$ cat src/rtl/dmem_access_ctrl.sv
// dmem_access_ctrl: MEM-stage data-memory sequencer; ports: clk/reset, EX/MEM request (mem_read, mem_write, mem_size, mem_sign, addr, wdata), memory req/ack bus (mem_req..mem_rdata), pipeline stall, aligned load_data/load_valid, misalign/illegal/timeout pulses
module dmem_access_ctrl #(
  parameter int TIMEOUT_CYCLES = 255,
  parameter int CNT_W = 8
) (
  input  logic        clk,
  input  logic        reset,
  input  logic        mem_read,
  input  logic        mem_write,
  input  logic [1:0]  mem_size,
  input  logic        mem_sign,
  input  logic [31:0] addr,
  input  logic [31:0] wdata,
  output logic        mem_req,
  output logic        mem_we,
  output logic [31:0] mem_addr,
  output logic [3:0]  mem_be,
  output logic [31:0] mem_wdata,
  input  logic        mem_ack,
  input  logic [31:0] mem_rdata,
  output logic        stall,
  output logic [31:0] load_data,
  output logic        load_valid,
  output logic        misalign_exc,
  output logic        illegal_exc,
  output logic        timeout_exc
);
  typedef enum logic [1:0] {IDLE, ACCESS, DONE} state_t;
  state_t state, state_nxt;
  logic [CNT_W-1:0] cnt;
  logic [1:0] size_q, lane_q;
  logic sign_q, both, one, misal, start, last;
  logic [3:0] be_c;
  logic [31:0] wd_c, ld_c;
  logic [7:0] byte_v;
  logic [15:0] half_v;
  always_comb begin
    both = mem_read & mem_write;
    one = mem_read ^ mem_write;
    misal = (mem_size == 2'b01 && addr[0]) || (mem_size[1] && addr[1:0] != 2'b00);
    start = one & ~misal;
    last = cnt == CNT_W'(TIMEOUT_CYCLES - 1);
    be_c = mem_size[1] ? 4'hF : mem_size[0] ? (addr[1] ? 4'hC : 4'h3) : 4'b0001 << addr[1:0];
    wd_c = mem_size[1] ? wdata : mem_size[0] ? {2{wdata[15:0]}} : {4{wdata[7:0]}};
    byte_v = mem_rdata[{lane_q, 3'b000} +: 8];
    half_v = lane_q[1] ? mem_rdata[31:16] : mem_rdata[15:0];
    ld_c = size_q[1] ? mem_rdata : size_q[0] ? {{16{sign_q & half_v[15]}}, half_v} : {{24{sign_q & byte_v[7]}}, byte_v};
  end
  always_ff @(posedge clk) begin
    if (reset) state <= IDLE;
    else state <= state_nxt;
  end
  always_comb begin
    state_nxt = (state == IDLE) ? (start ? ACCESS : IDLE) : (state == ACCESS) ? ((mem_ack | last) ? DONE : ACCESS) : IDLE;
  end
  always_comb begin
    mem_req = state == ACCESS;
    stall = ~reset & ((state == IDLE & start) | state == ACCESS);
  end
  always_ff @(posedge clk) begin
    if (reset) begin
      mem_we <= 1'b0;
      mem_addr <= '0;
      mem_be <= '0;
      mem_wdata <= '0;
      size_q <= '0;
      lane_q <= '0;
      sign_q <= 1'b0;
      cnt <= '0;
      load_data <= '0;
      load_valid <= 1'b0;
      misalign_exc <= 1'b0;
      illegal_exc <= 1'b0;
      timeout_exc <= 1'b0;
    end else begin
      load_valid <= 1'b0;
      misalign_exc <= 1'b0;
      illegal_exc <= 1'b0;
      timeout_exc <= 1'b0;
      if (state == IDLE) begin
        illegal_exc <= both;
        misalign_exc <= one & misal;
        if (start) begin
          mem_we <= mem_write;
          mem_addr <= {addr[31:2], 2'b00};
          mem_be <= be_c;
          mem_wdata <= mem_write ? wd_c : '0;
          size_q <= mem_size;
          lane_q <= addr[1:0];
          sign_q <= mem_sign;
          cnt <= '0;
        end
      end
      if (state == ACCESS) begin
        if (mem_ack) begin
          if (!mem_we) begin
            load_valid <= 1'b1;
            load_data <= ld_c;
          end
        end else if (last) begin
          timeout_exc <= 1'b1;
          load_data <= '0;
        end else cnt <= cnt + 1'b1;
      end
    end
  end
endmodule

$ cat config.mk
export PLATFORM = sky130hd
export DESIGN_NAME = dmem_access_ctrl
export DESIGN_NICKNAME = d
export VERILOG_FILES = /design/src/rtl/dmem_access_ctrl.sv
export SDC_FILE = /design/constraint.sdc
export NUM_CORES = 1
export LEC_CHECK = 0
export CORE_ASPECT_RATIO = 1.25
export CORE_MARGIN = 4
export CORE_UTILIZATION = 30
export CTS_BUF_LIST = sky130_fd_sc_hd__clkbuf_4 sky130_fd_sc_hd__clkbuf_8 sky130_fd_sc_hd__clkbuf_16
export DETAILED_ROUTE_END_ITERATION = 16
export PLACE_DENSITY = 0.68
export SLEW_MARGIN = 5
export SYNTH_ARGS = -nofsm -noshare
export SYNTH_HDL_FRONTEND = slang
export SYNTH_SLANG_ARGS = --single-unit
$ cat constraint.sdc
create_clock -name clk -period 2.7 [get_ports clk]
set_input_delay 0.54 -clock clk [delete_from_list [all_inputs] [get_ports clk]]
set_output_delay 0.54 -clock clk [all_outputs]
set_load 0.05 [all_outputs]
==> flow_summary.rst, run 1 <==
.. list-table::
   :header-rows: 1

   * - Metric
     - Value
   * - Run status
     - completed
   * - Filler Cell Count
     - 1609
   * - Max_slew headroom
     - 0.535
   * - End of the worst register-to-register path
     - load_data[22]$_SDFFE_PP0P_
   * - Crit path capture type
     - output port
   * - Register-to-register setup slack
     - 0.57 ns
   * - Share of async-settable or async-resettable flops after synthesis
     - 0
   * - Period minus WS final
     - 2.64 ns
   * - Power density relative to cell area
     - 624 mW/mm2
   * - Placement row count
     - 53
   * - Highest clock rate
     - 378 MHz
   * - Yosys reg bits
     - 118
   * - Path depth of the worst reg2reg path
     - 5
   * - H-tree depth
     - 4
   * - Growth of design area from synthesis to finish
     - 56.3%
   * - Transition time of the tightest slew-check pin
     - 0.698 ns
   * - Final setup violation count
     - 0
   * - Setup clock skew after layout
     - 0.00701 ns
   * - Launch point of the critical path
     - mem_read
   * - Effective utilization at floorplan
     - 0.308
   * - Clk_lat worst skew
     - 0.41 ns
   * - Area of combinational cells with multiple inputs
     - 0.00259 mm2
   * - Final clock period utilization by the worst path
     - 0.979
   * - Total detailed-routing wirelength
     - 17300 um
   * - Longest Clk Path Bufs
     - 2
   * - Die height
     - 155 um
   * - Antenna-violating nets left
     - 0
   * - Number of vias per cell after detailed routing
     - 5.00
   * - Hold slack final
     - 0.449 ns
   * - Final weighted congestion in routability-driven placement
     - 0.838
   * - Port bufs
     - 208
   * - Post-synthesis cell type count
     - 53
   * - Number of nets in the layout
     - 909
   * - List of cells traversed by the critical path
     - dlygate4sd2_1 > ha_4 > or3b_4 > a221o_2 > a21oi_4 > buf_12
   * - Worst setup timing slack at the placement stage
     - -0.211 ns
   * - Pin count of the biggest net entering global routing
     - 63
   * - Number of global-route vias before repair
     - 4935
   * - Die span in x
     - 126 um
   * - Fraction of final layout cells with drive strength greater than 1
     - 0.102
   * - Root Driver
     - sky130_fd_sc_hd__clkbuf_16
   * - TritonCTS buffer count
     - 17
   * - TritonCTS clock tree
     - done
   * - Ports placed on the boundary
     - 211
   * - First-pass GRT wire length
     - 27100 um
   * - Largest stage delay on the critical path
     - 0.37 ns
   * - Hold-fix buffers at CTS
     - 0
   * - Synth warnings
     - 0
   * - Antenna diode count
     - 0
   * - Top_reg_cell synth
     - sky130_fd_sc_hd__dfxtp_1
   * - Final total negative setup slack
     - 0 ns
   * - Summed instance area of the synthesized netlist
     - 0.00521 mm2
   * - LEAKAGE
     - 2.86 nW
   * - Max Transition Viols Final
     - 0
   * - Path category of the worst min-delay check
     - reg -> reg
   * - Crit path launch type
     - primary input
   * - PnR Total Power
     - 5.08 mW
   * - DP Wirelength
     - 12500 um
   * - Beginning of the worst register-to-register path
     - lane_q[1]$_SDFFE_PP0P_
   * - Drt drc
     - 0
   * - Total Die Area
     - 0.0195 mm2
   * - Total iterations of the first detailed-routing run
     - 4
   * - Unrepaired setup endpoints after global routing
     - no
   * - Post-synthesis sequential area ratio
     - 0.454
   * - Arrival time at the worst endpoint
     - 2.10 ns
   * - Via Count
     - 5174
   * - Clock sink total
     - 118
   * - GRT Util Overall
     - 0.173
   * - Final count of hold timing violations
     - 0
   * - Number of standard cells after synthesis
     - 607
   * - Clock slew seen by the registers of the worst setup and hold paths
     - 0.05 ns
   * - Starting DRC count in detailed routing
     - 389
   * - Worst endpoint required time
     - 2.16 ns
   * - Max-cap check violation count
     - 0
   * - Crit Path Category
     - in -> out
   * - Number of synthesized flops with an enable pin
     - 0
   * - Critical path endpoint
     - stall
   * - Worst IR drop on VDD
     - 0.000344 V
   * - Final setup slack of the worst path
     - 0.0563 ns
   * - Slowest stage cell on the critical path
     - sky130_fd_sc_hd__or3b_4
   * - Reg area
     - 0.00236 mm2
   * - Antenna violations before repair
     - 0
   * - Core ar.
     - 0.0169 mm2
   * - Critical path fanouts, max
     - 2
   * - Total congestion overflow after global routing
     - 0
   * - Post-synthesis average cell area
     - 8.58 um2
   * - Routed wire per std cell
     - 16.7 um
[synthesized netlist by cell type (4+ instances only)]
master | count | area, um2
sky130_fd_sc_hd__nand2b_1 | 5 | 31.3
sky130_fd_sc_hd__and4b_1 | 6 | 60.1
sky130_fd_sc_hd__clkbuf_1 | 33 | 124
sky130_fd_sc_hd__nand3_1 | 31 | 155
sky130_fd_sc_hd__a31oi_1 | 7 | 43.8
sky130_fd_sc_hd__or3_1 | 19 | 119
sky130_fd_sc_hd__buf_2 | 11 | 55.1
sky130_fd_sc_hd__o21ai_0 | 14 | 70.1
sky130_fd_sc_hd__o2111ai_1 | 9 | 78.8
sky130_fd_sc_hd__buf_6 | 4 | 45.0
sky130_fd_sc_hd__buf_4 | 6 | 45.0
sky130_fd_sc_hd__nor2_1 | 13 | 48.8
sky130_fd_sc_hd__mux2_2 | 17 | 191
sky130_fd_sc_hd__a221o_1 | 23 | 230
sky130_fd_sc_hd__inv_1 | 8 | 30.0
sky130_fd_sc_hd__nand2_1 | 127 | 477
sky130_fd_sc_hd__dfxtp_1 | 118 | 2360
sky130_fd_sc_hd__mux2i_1 | 19 | 190
sky130_fd_sc_hd__a21oi_1 | 80 | 400
sky130_fd_sc_hd__o2bb2ai_1 | 8 | 70.1
[sequential cells by signal, indices dropped and copies added, names as in the netlist, 2 cells and up]
| name | count |
|---|---|
| cnt | 8 |
| lane_q | 2 |
| load_data | 32 |
| mem_addr | 30 |
| mem_be | 4 |
| mem_wdata | 32 |
| size_q | 2 |
| state | 2 |
[critical path, delay by kind of cell]
kind	cells	cell delay (ns)
and+or+nand+nor	1	0.37
adders and majority gates	1	0.27
AOI/OAI and AO/OA	2	0.50
buffers and inverters	2	0.41
[repair_timing]
item                                    CTS  global route
buffers inserted                          1             0
pin swaps                                 1             1
endpoints found under the setup margin    1             1
gates resized for setup                   3             0
endpoints found under the hold margin     0             0
[layer usage]
metal | vias up | share of wire | GRT usage
met5 | - | 0 | 0
met4 | 0 | 0.023 | 0.0675
met3 | 28 | 0.084 | 0.0642
met2 | 185 | 0.48 | 0.290
met1 | 2393 | 0.41 | 0.203
li1 | 2568 | - | -
[cells in the final DEF (no fill, tap or decap), drive strengths merged, types with 15 or more instances in the layout]
cell / netlist / layout
clkdlybuf4s50: 0 / 204
a21oi: 80 / 80
buf: 22 / 24
clkbuf: 33 / 22
or3: 19 / 19
nand3: 31 / 31
nand2: 127 / 127
o21ai: 15 / 15
dfxtp: 118 / 118
a221o: 23 / 23
mux2i: 19 / 19
mux2: 17 / 17
[per-stage QoR]
| stage | area (um2) | instances | util |
|---|---|---|---|
| floorplan | 5240 | 608 | - |
| CTS | 8140 | 1034 | 0.481 |
| global route | 8140 | 1034 | 0.481 |
| finish | 8140 | 1034 | 0.481 |
| detailed placement | 7540 | 1002 | 0.446 |
| global placement | 7540 | 1002 | 0.446 |
[kinds of logic after synthesis]
kind of cell / count (synthesis) / share of synthesized area
AND/OR/NAND/NOR: 226 / 0.205
AO/OA/AOI/OAI: 159 / 0.201
buffers and inverters: 64 / 0.0589
adder cells (fa/ha/maj): 3 / 0.00721
other: 1 / 0.000720
flip-flops: 118 / 0.454
multiplexers: 36 / 0.0733
[worst min-delay path by stage]
stage | start | to | slack [ns] | cells after the start
final | mem_wdata[20]$_SDFFE_PP0P_ | mem_wdata[20]$_SDFFE_PP0P_ | 0.45 | 2
after global routing | mem_addr[10]$_SDFFE_PP0P_ | mem_addr[10]$_SDFFE_PP0P_ | 0.47 | 2
after CTS | mem_wdata[7]$_SDFFE_PP0P_ | mem_wdata[7]$_SDFFE_PP0P_ | 0.45 | 2
after detailed placement | mem_addr[14]$_SDFFE_PP0P_ | mem_addr[14]$_SDFFE_PP0P_ | 0.45 | 2
after global placement | mem_wdata[13]$_SDFFE_PP0P_ | mem_wdata[13]$_SDFFE_PP0P_ | 0.44 | 2
after floorplan | sign_q$_SDFFE_PP0P_ | sign_q$_SDFFE_PP0P_ | 0.46 | 2
[layout make-up]
class,instances,share of cell area
repair buffers,230,0.282
well taps,220,0.0338
clock buffers,22,0.0600
clock inverters,9,0.0123
flip-flops and latches,118,0.290
multi-input cells,426,0.318
inverters,9,0.00415
[power breakdown]
group | switching (mW) | leakage [nW] | total, mW | internal (mW)
Sequential | 0.0453 | 0.958 | 1.86 | 1.82
Combinational | 0.573 | 1.61 | 0.969 | 0.396
Clock | 0.793 | 0.291 | 2.24 | 1.45
Total | 1.41 | 2.86 | 5.08 | 3.66
No activity file was read; power rests on OpenSTA's default activity.
==> run 2, diff against run 1 <==
GPL_TIMING_DRIVEN = 0   (was not set)
==> flow_summary.rst, run 2 (same netlist as run 1, synthesis figures left out) <==
.. list-table::
   :header-rows: 1

   * - Metric
     - Value
   * - Core ar.
     - 0.0169 mm2
   * - Crit Path Category
     - in -> out
   * - Setup clock skew after layout
     - 0.00578 ns
   * - Met1 Routed Length
     - 7510 um
   * - Antenna-violating nets left
     - 0
   * - Fraction of final layout cells with drive strength greater than 1
     - 0.0992
   * - Path category of the worst min-delay check
     - reg -> reg
   * - End of the worst register-to-register path
     - mem_we$_SDFFE_PP0P_
   * - Wire length on met3
     - 1450 um
   * - Register-to-register setup slack
     - 0.62 ns
   * - Final count of hold timing violations
     - 0
   * - Total congestion overflow after global routing
     - 0
   * - Number of global-route vias before repair
     - 5293
   * - Hold-fix buffers at CTS
     - 0
   * - TritonCTS clock tree
     - done
   * - Critical path fanouts, max
     - 3
   * - Most frequent standard cell in the layout excluding fill and tap cells
     - sky130_fd_sc_hd__clkdlybuf4s50_1
   * - Routed wire per std cell
     - 17.4 um
   * - Start point of the worst min-delay path
     - mem_wdata[20]$_SDFFE_PP0P_
   * - Clock sink total
     - 118
   * - Worst endpoint required time
     - 2.16 ns
   * - Largest stage delay on the critical path
     - 0.38 ns
   * - Largest registers
     - load_data: 32 flops, mem_wdata: 32 flops, mem_addr: 30 flops
   * - Final setup violation count
     - 0
   * - Root Driver
     - sky130_fd_sc_hd__clkbuf_16
   * - TritonCTS buffer count
     - 17
   * - Filler Cell Count
     - 1629
   * - Met2 wire length
     - 9130 um
   * - DP Wirelength
     - 14000 um
   * - Arrival time at the worst endpoint
     - 2.10 ns
   * - Ports placed on the boundary
     - 211
   * - Antenna violations before repair
     - 1
   * - LEAKAGE
     - 2.90 nW
   * - Drt drc
     - 0
   * - Port bufs
     - 205
   * - Period minus WS final
     - 2.64 ns
   * - Number of vias per cell after detailed routing
     - 5.04
   * - H-tree depth
     - 4
   * - Clk_lat worst skew
     - 0.42 ns
   * - Worst IR drop on VDD
     - 0.000382 V
   * - Highest routed layer
     - met4
   * - Hold slack final
     - 0.450 ns
   * - Worst Hold Path Cells
     - 2
   * - List of cells traversed by the critical path
     - clkdlybuf4s15_1 > ha_4 > or3b_4 > a221o_1 > a21oi_4 > buf_8
   * - Power density relative to cell area
     - 640 mW/mm2
   * - Effective utilization at floorplan
     - 0.308
   * - Max Transition Viols Final
     - 0
   * - Die span in x
     - 126 um
   * - Total iterations of the first detailed-routing run
     - 5
   * - Die height
     - 155 um
   * - Final weighted congestion in routability-driven placement
     - 0.917
   * - Slowest stage cell on the critical path
     - sky130_fd_sc_hd__or3b_4
   * - Growth of design area from synthesis to finish
     - 58.4%
   * - Max-cap check violation count
     - 0
   * - Final total negative setup slack
     - 0 ns
   * - Highest clock rate
     - 379 MHz
   * - Reg area
     - 0.00236 mm2
   * - Most frequent cells in the layout
     - sky130_fd_sc_hd__clkdlybuf4s50_1, sky130_fd_sc_hd__nand2_1, sky130_fd_sc_hd__dfxtp_1
   * - Beginning of the worst register-to-register path
     - state[1]$_SDFF_PP0_
   * - Via Count
     - 5380
   * - Number of nets in the layout
     - 941
   * - Clock slew seen by the registers of the worst setup and hold paths
     - 0.05 ns
   * - Placement row count
     - 53
   * - Path depth of the worst reg2reg path
     - 6
   * - Max_slew headroom
     - 0.396
   * - Transition time of the tightest slew-check pin
     - 0.898 ns
   * - Pin count of the biggest net entering global routing
     - 17
   * - Starting DRC count in detailed routing
     - 428
   * - Crit path launch type
     - primary input
   * - Run status
     - completed
   * - Area of combinational cells with multiple inputs
     - 0.00257 mm2
   * - Total Die Area
     - 0.0195 mm2
   * - First-pass GRT wire length
     - 28600 um
   * - Crit path capture type
     - output port
   * - Longest Clk Path Bufs
     - 2
   * - End point of the most critical hold path
     - mem_wdata[20]$_SDFFE_PP0P_
   * - Unrepaired setup endpoints after global routing
     - no
   * - GRT Util Overall
     - 0.185
   * - Final clock period utilization by the worst path
     - 0.978
   * - Total detailed-routing wirelength
     - 18600 um
-- run 2: worst max-delay path by stage --
| stage | start | endpoint | slack [ns] | cells after the start |
|---|---|---|---|---|
| 2_1_floorplan | mem_write | stall | 0.03 | 7 |
| 3_3_place_gp | mem_write | stall | -1.21 | 9 |
| 3_5_place_dp | mem_write | stall | -1.23 | 9 |
| 4_1_cts | mem_write | stall | 0.008 | 7 |
| 5_1_grt | mem_write | stall | 0.03 | 6 |
| 6_report | mem_read | stall | 0.06 | 6 |
-- run 2: metrics by stage --
step            util  worst slack, ns  std cells  power [mW]  cell area [um2]
2_1_floorplan      -           0.0283        608        2.45             5240
3_3_place_gp   0.447            -1.21       1033        2.87             7560
5_1_grt        0.488           0.0282       1068        5.47             8250
6_report       0.488           0.0604       1068        5.28             8250
4_1_cts        0.488          0.00799       1067        5.34             8260
3_5_place_dp   0.447            -1.23       1033        2.87             7560
-- run 2: cell type report --
type | count | share of cell area
Tap cell | 220 | 0.0334
Sequential cell | 118 | 0.286
Clock inverter | 12 | 0.0212
Antenna cell | 1 | 0.000303
Inverter | 9 | 0.00409
Timing Repair Buffer | 210 | 0.257
Multi-Input combinational cell | 426 | 0.311
Clock buffer | 20 | 0.0566
Buffer | 52 | 0.0299
-- run 2: report_power, final --
part | internal [mW] | leakage, nW | switching (mW)
registers | 1.82 | 0.958 | 0.0419
clock network | 1.61 | 0.296 | 0.819
logic | 0.400 | 1.65 | 0.594
total | 3.83 | 2.90 | 1.46
-- run 2: repair_timing --
| action | CTS | global route |
|---|---|---|
| endpoints found under the setup margin | 1 | 1 |
| setup buffers | 3 | 1 |
| gates resized for setup | 19 | 0 |
| pin swaps | 0 | 0 |
| cloned | 1 | 0 |
-- run 2: worst max-delay path, delay by kind of cell --
| family | cells | cell delay (ns) |
|---|---|---|
| AND/OR/NAND/NOR | 1 | 0.38 |
| adder cells (fa/ha/maj) | 1 | 0.28 |
| buffers and inverters | 2 | 0.37 |
| AO/OA/AOI/OAI | 2 | 0.54 |
-- run 2: metal layers --
metal / up-vias / GRT usage
met2: 219 / 0.313
met4: 0 / 0.0726
met1: 2485 / 0.213
met3: 35 / 0.0656
li1: 2641 / -
met5: - / 0
==> run 3, diff against run 2 <==
PLACE_DENSITY = not set   (was 0.68)
==> flow_summary.rst, run 3 (same netlist as run 1, synthesis figures left out) <==
.. list-table::
   :header-rows: 1

   * - Metric
     - Value
   * - Run status
     - completed
   * - Longest Clk Path Bufs
     - 2
   * - Final setup violation count
     - 0
   * - Wire length on met3
     - 1540 um
   * - DP Wirelength
     - 14200 um
   * - TritonCTS clock tree
     - done
   * - Highest clock rate
     - 379 MHz
   * - Most frequent cells in the layout
     - sky130_fd_sc_hd__clkdlybuf4s50_1, sky130_fd_sc_hd__nand2_1, sky130_fd_sc_hd__dfxtp_1
   * - Growth of design area from synthesis to finish
     - 57.9%
   * - Area of all placed cells without fillers
     - 0.00822 mm2
   * - Pin count of the biggest net entering global routing
     - 17
   * - Power density relative to cell area
     - 644 mW/mm2
   * - Ports placed on the boundary
     - 211
   * - Fraction of final layout cells with drive strength greater than 1
     - 0.0992
   * - Dominant delay contributor by cell family on the critical path
     - compound AO/OA/AOI/OAI gates
   * - Number of vias per cell after detailed routing
     - 4.94
   * - Number of global-route vias before repair
     - 5318
   * - Unrepaired setup endpoints after global routing
     - no
   * - Slowest stage cell on the critical path
     - sky130_fd_sc_hd__or3b_4
   * - LEAKAGE
     - 2.90 nW
   * - Register-to-register setup slack
     - 0.60 ns
   * - Clock slew seen by the registers of the worst setup and hold paths
     - 0.05 ns
   * - Antenna violations before repair
     - 1
   * - Beginning of the worst register-to-register path
     - state[1]$_SDFF_PP0_
   * - GRT Util Overall
     - 0.189
   * - Crit path launch type
     - primary input
   * - Starting DRC count in detailed routing
     - 413
   * - Path category of the worst min-delay check
     - reg -> reg
   * - Worst Hold Path Cells
     - 2
   * - Total congestion overflow after global routing
     - 0
   * - End of the worst register-to-register path
     - size_q[1]$_SDFFE_PP0P_
   * - Number of nets in the layout
     - 941
   * - Period minus WS final
     - 2.64 ns
   * - Largest stage delay on the critical path
     - 0.38 ns
   * - Max-cap check violation count
     - 0
   * - Placement row count
     - 53
   * - H-tree depth
     - 4
   * - Transition time of the tightest slew-check pin
     - 0.920 ns
   * - Crit path capture type
     - output port
   * - Max Transition Viols Final
     - 0
   * - Largest registers
     - load_data: 32 flops, mem_wdata: 32 flops, mem_addr: 30 flops
   * - Die height
     - 155 um
   * - Final weighted congestion in routability-driven placement
     - 0.834
   * - Antenna-violating nets left
     - 0
   * - Total iterations of the first detailed-routing run
     - 4
   * - Final clock period utilization by the worst path
     - 0.978
   * - Drt drc
     - 0
   * - Final count of hold timing violations
     - 0
   * - Number of buffers and inverters on the critical path
     - 2
   * - Most frequent standard cell in the layout excluding fill and tap cells
     - sky130_fd_sc_hd__clkdlybuf4s50_1
   * - Met1 Routed Length
     - 7610 um
   * - Final core utilization
     - 0.486
   * - Clock sink total
     - 118
   * - First-pass GRT wire length
     - 29200 um
   * - Worst endpoint required time
     - 2.16 ns
   * - Path depth of the worst reg2reg path
     - 7
   * - Filler Cell Count
     - 1663
   * - End point of the most critical hold path
     - mem_wdata[19]$_SDFFE_PP0P_
   * - Total Die Area
     - 0.0195 mm2
   * - Met2 wire length
     - 9250 um
   * - Via Count
     - 5275
   * - Port bufs
     - 205
   * - List of cells traversed by the critical path
     - clkdlybuf4s15_2 > ha_4 > or3b_4 > a221o_1 > a21oi_4 > buf_6
   * - TritonCTS buffer count
     - 17
   * - Effective utilization at floorplan
     - 0.308
   * - Arrival time at the worst endpoint
     - 2.10 ns
   * - Instance area after placement
     - 0.00756 mm2
   * - Worst IR drop on VDD
     - 0.000446 V
   * - Clk_lat worst skew
     - 0.41 ns
   * - Die span in x
     - 126 um
   * - Hold-fix buffers at CTS
     - 0
   * - Highest routed layer
     - met5
   * - Total detailed-routing wirelength
     - 18600 um
   * - Critical path fanouts, max
     - 3
   * - Start point of the worst min-delay path
     - mem_wdata[19]$_SDFFE_PP0P_
   * - Routed wire per std cell
     - 17.5 um
   * - Core ar.
     - 0.0169 mm2
   * - Setup clock skew after layout
     - 0.00595 ns
   * - Antenna diode count
     - 0
   * - Root Driver
     - sky130_fd_sc_hd__clkbuf_16
   * - Max_slew headroom
     - 0.381
   * - Crit Path Category
     - in -> out
## run 3: cell types whose count changed in the layout (fill, tap and decap cells not counted), moves of 2 or more
cell                         before  now
sky130_fd_sc_hd__clkbuf_8         3    0
sky130_fd_sc_hd__clkbuf_4         0    2
sky130_fd_sc_hd__clkinv_4         0    2
sky130_fd_sc_hd__clkinvlp_4       6    3
## run 3: worst register-to-register path, stage by stage (launching register included)
cell	delay (ns)
sky130_fd_sc_hd__dfxtp_1	0.39
sky130_fd_sc_hd__or3b_4	0.42
sky130_fd_sc_hd__a221o_1	0.37
sky130_fd_sc_hd__buf_4	0.17
sky130_fd_sc_hd__buf_4	0.14
sky130_fd_sc_hd__clkbuf_1	0.26
sky130_fd_sc_hd__nand2_1	0.14
sky130_fd_sc_hd__a21oi_1	0.07
## run 3: stage by stage
step | power (mW) | setup TNS, ns | hold slack (ns) | instances | setup WS, ns
3_5_place_dp | 2.88 | -3.31 | 0.443 | 1033 | -1.21
3_3_place_gp | 2.88 | -3.04 | 0.439 | 1033 | -1.21
5_1_grt | 5.50 | 0 | 0.467 | 1067 | 0.0165
6_report | 5.30 | 0 | 0.452 | 1067 | 0.0586
2_1_floorplan | 2.45 | 0 | 0.459 | 608 | 0.0283
4_1_cts | 5.37 | 0 | 0.454 | 1067 | 0.0275
## run 3: power breakdown
group	total [mW]	switching (mW)	internal (mW)
registers	1.86	0.0413	1.82
clock network	2.46	0.806	1.65
logic	0.983	0.593	0.390
## run 3: worst max-delay path by stage
stage	startpoint	endpoint	slack (ns)	cells after the start
after floorplan	mem_write	stall	0.03	7
after global placement	mem_write	stall	-1.21	9
after detailed placement	mem_write	stall	-1.21	9
after CTS	mem_read	stall	0.03	7
after global routing	mem_write	stall	0.02	6
final	mem_write	stall	0.06	6
## run 3: repair_timing
| item | 4_1_cts | 5_1_grt |
|---|---|---|
| setup buffers | 4 | 1 |
| endpoints found under the setup margin | 1 | 1 |
| gates resized for setup | 14 | 0 |
## run 3: cell type report
cell class	instances	area, um2	share of cell area
Multi-Input combinational cell	426	2570	0.312
Sequential cell	118	2360	0.287
Inverter	9	33.8	0.00411
Clock inverter	13	205	0.0250
Tap cell	220	275	0.0335
Clock buffer	19	440	0.0536
Timing Repair Buffer	210	2090	0.254
Buffer	52	246	0.0300
## run 3: metal layers
layer,vias to the layer above,GRT usage
met1,2445,0.218
met2,172,0.323
li1,2641,-
met4,2,0.0593
met5,-,0
met3,15,0.0725
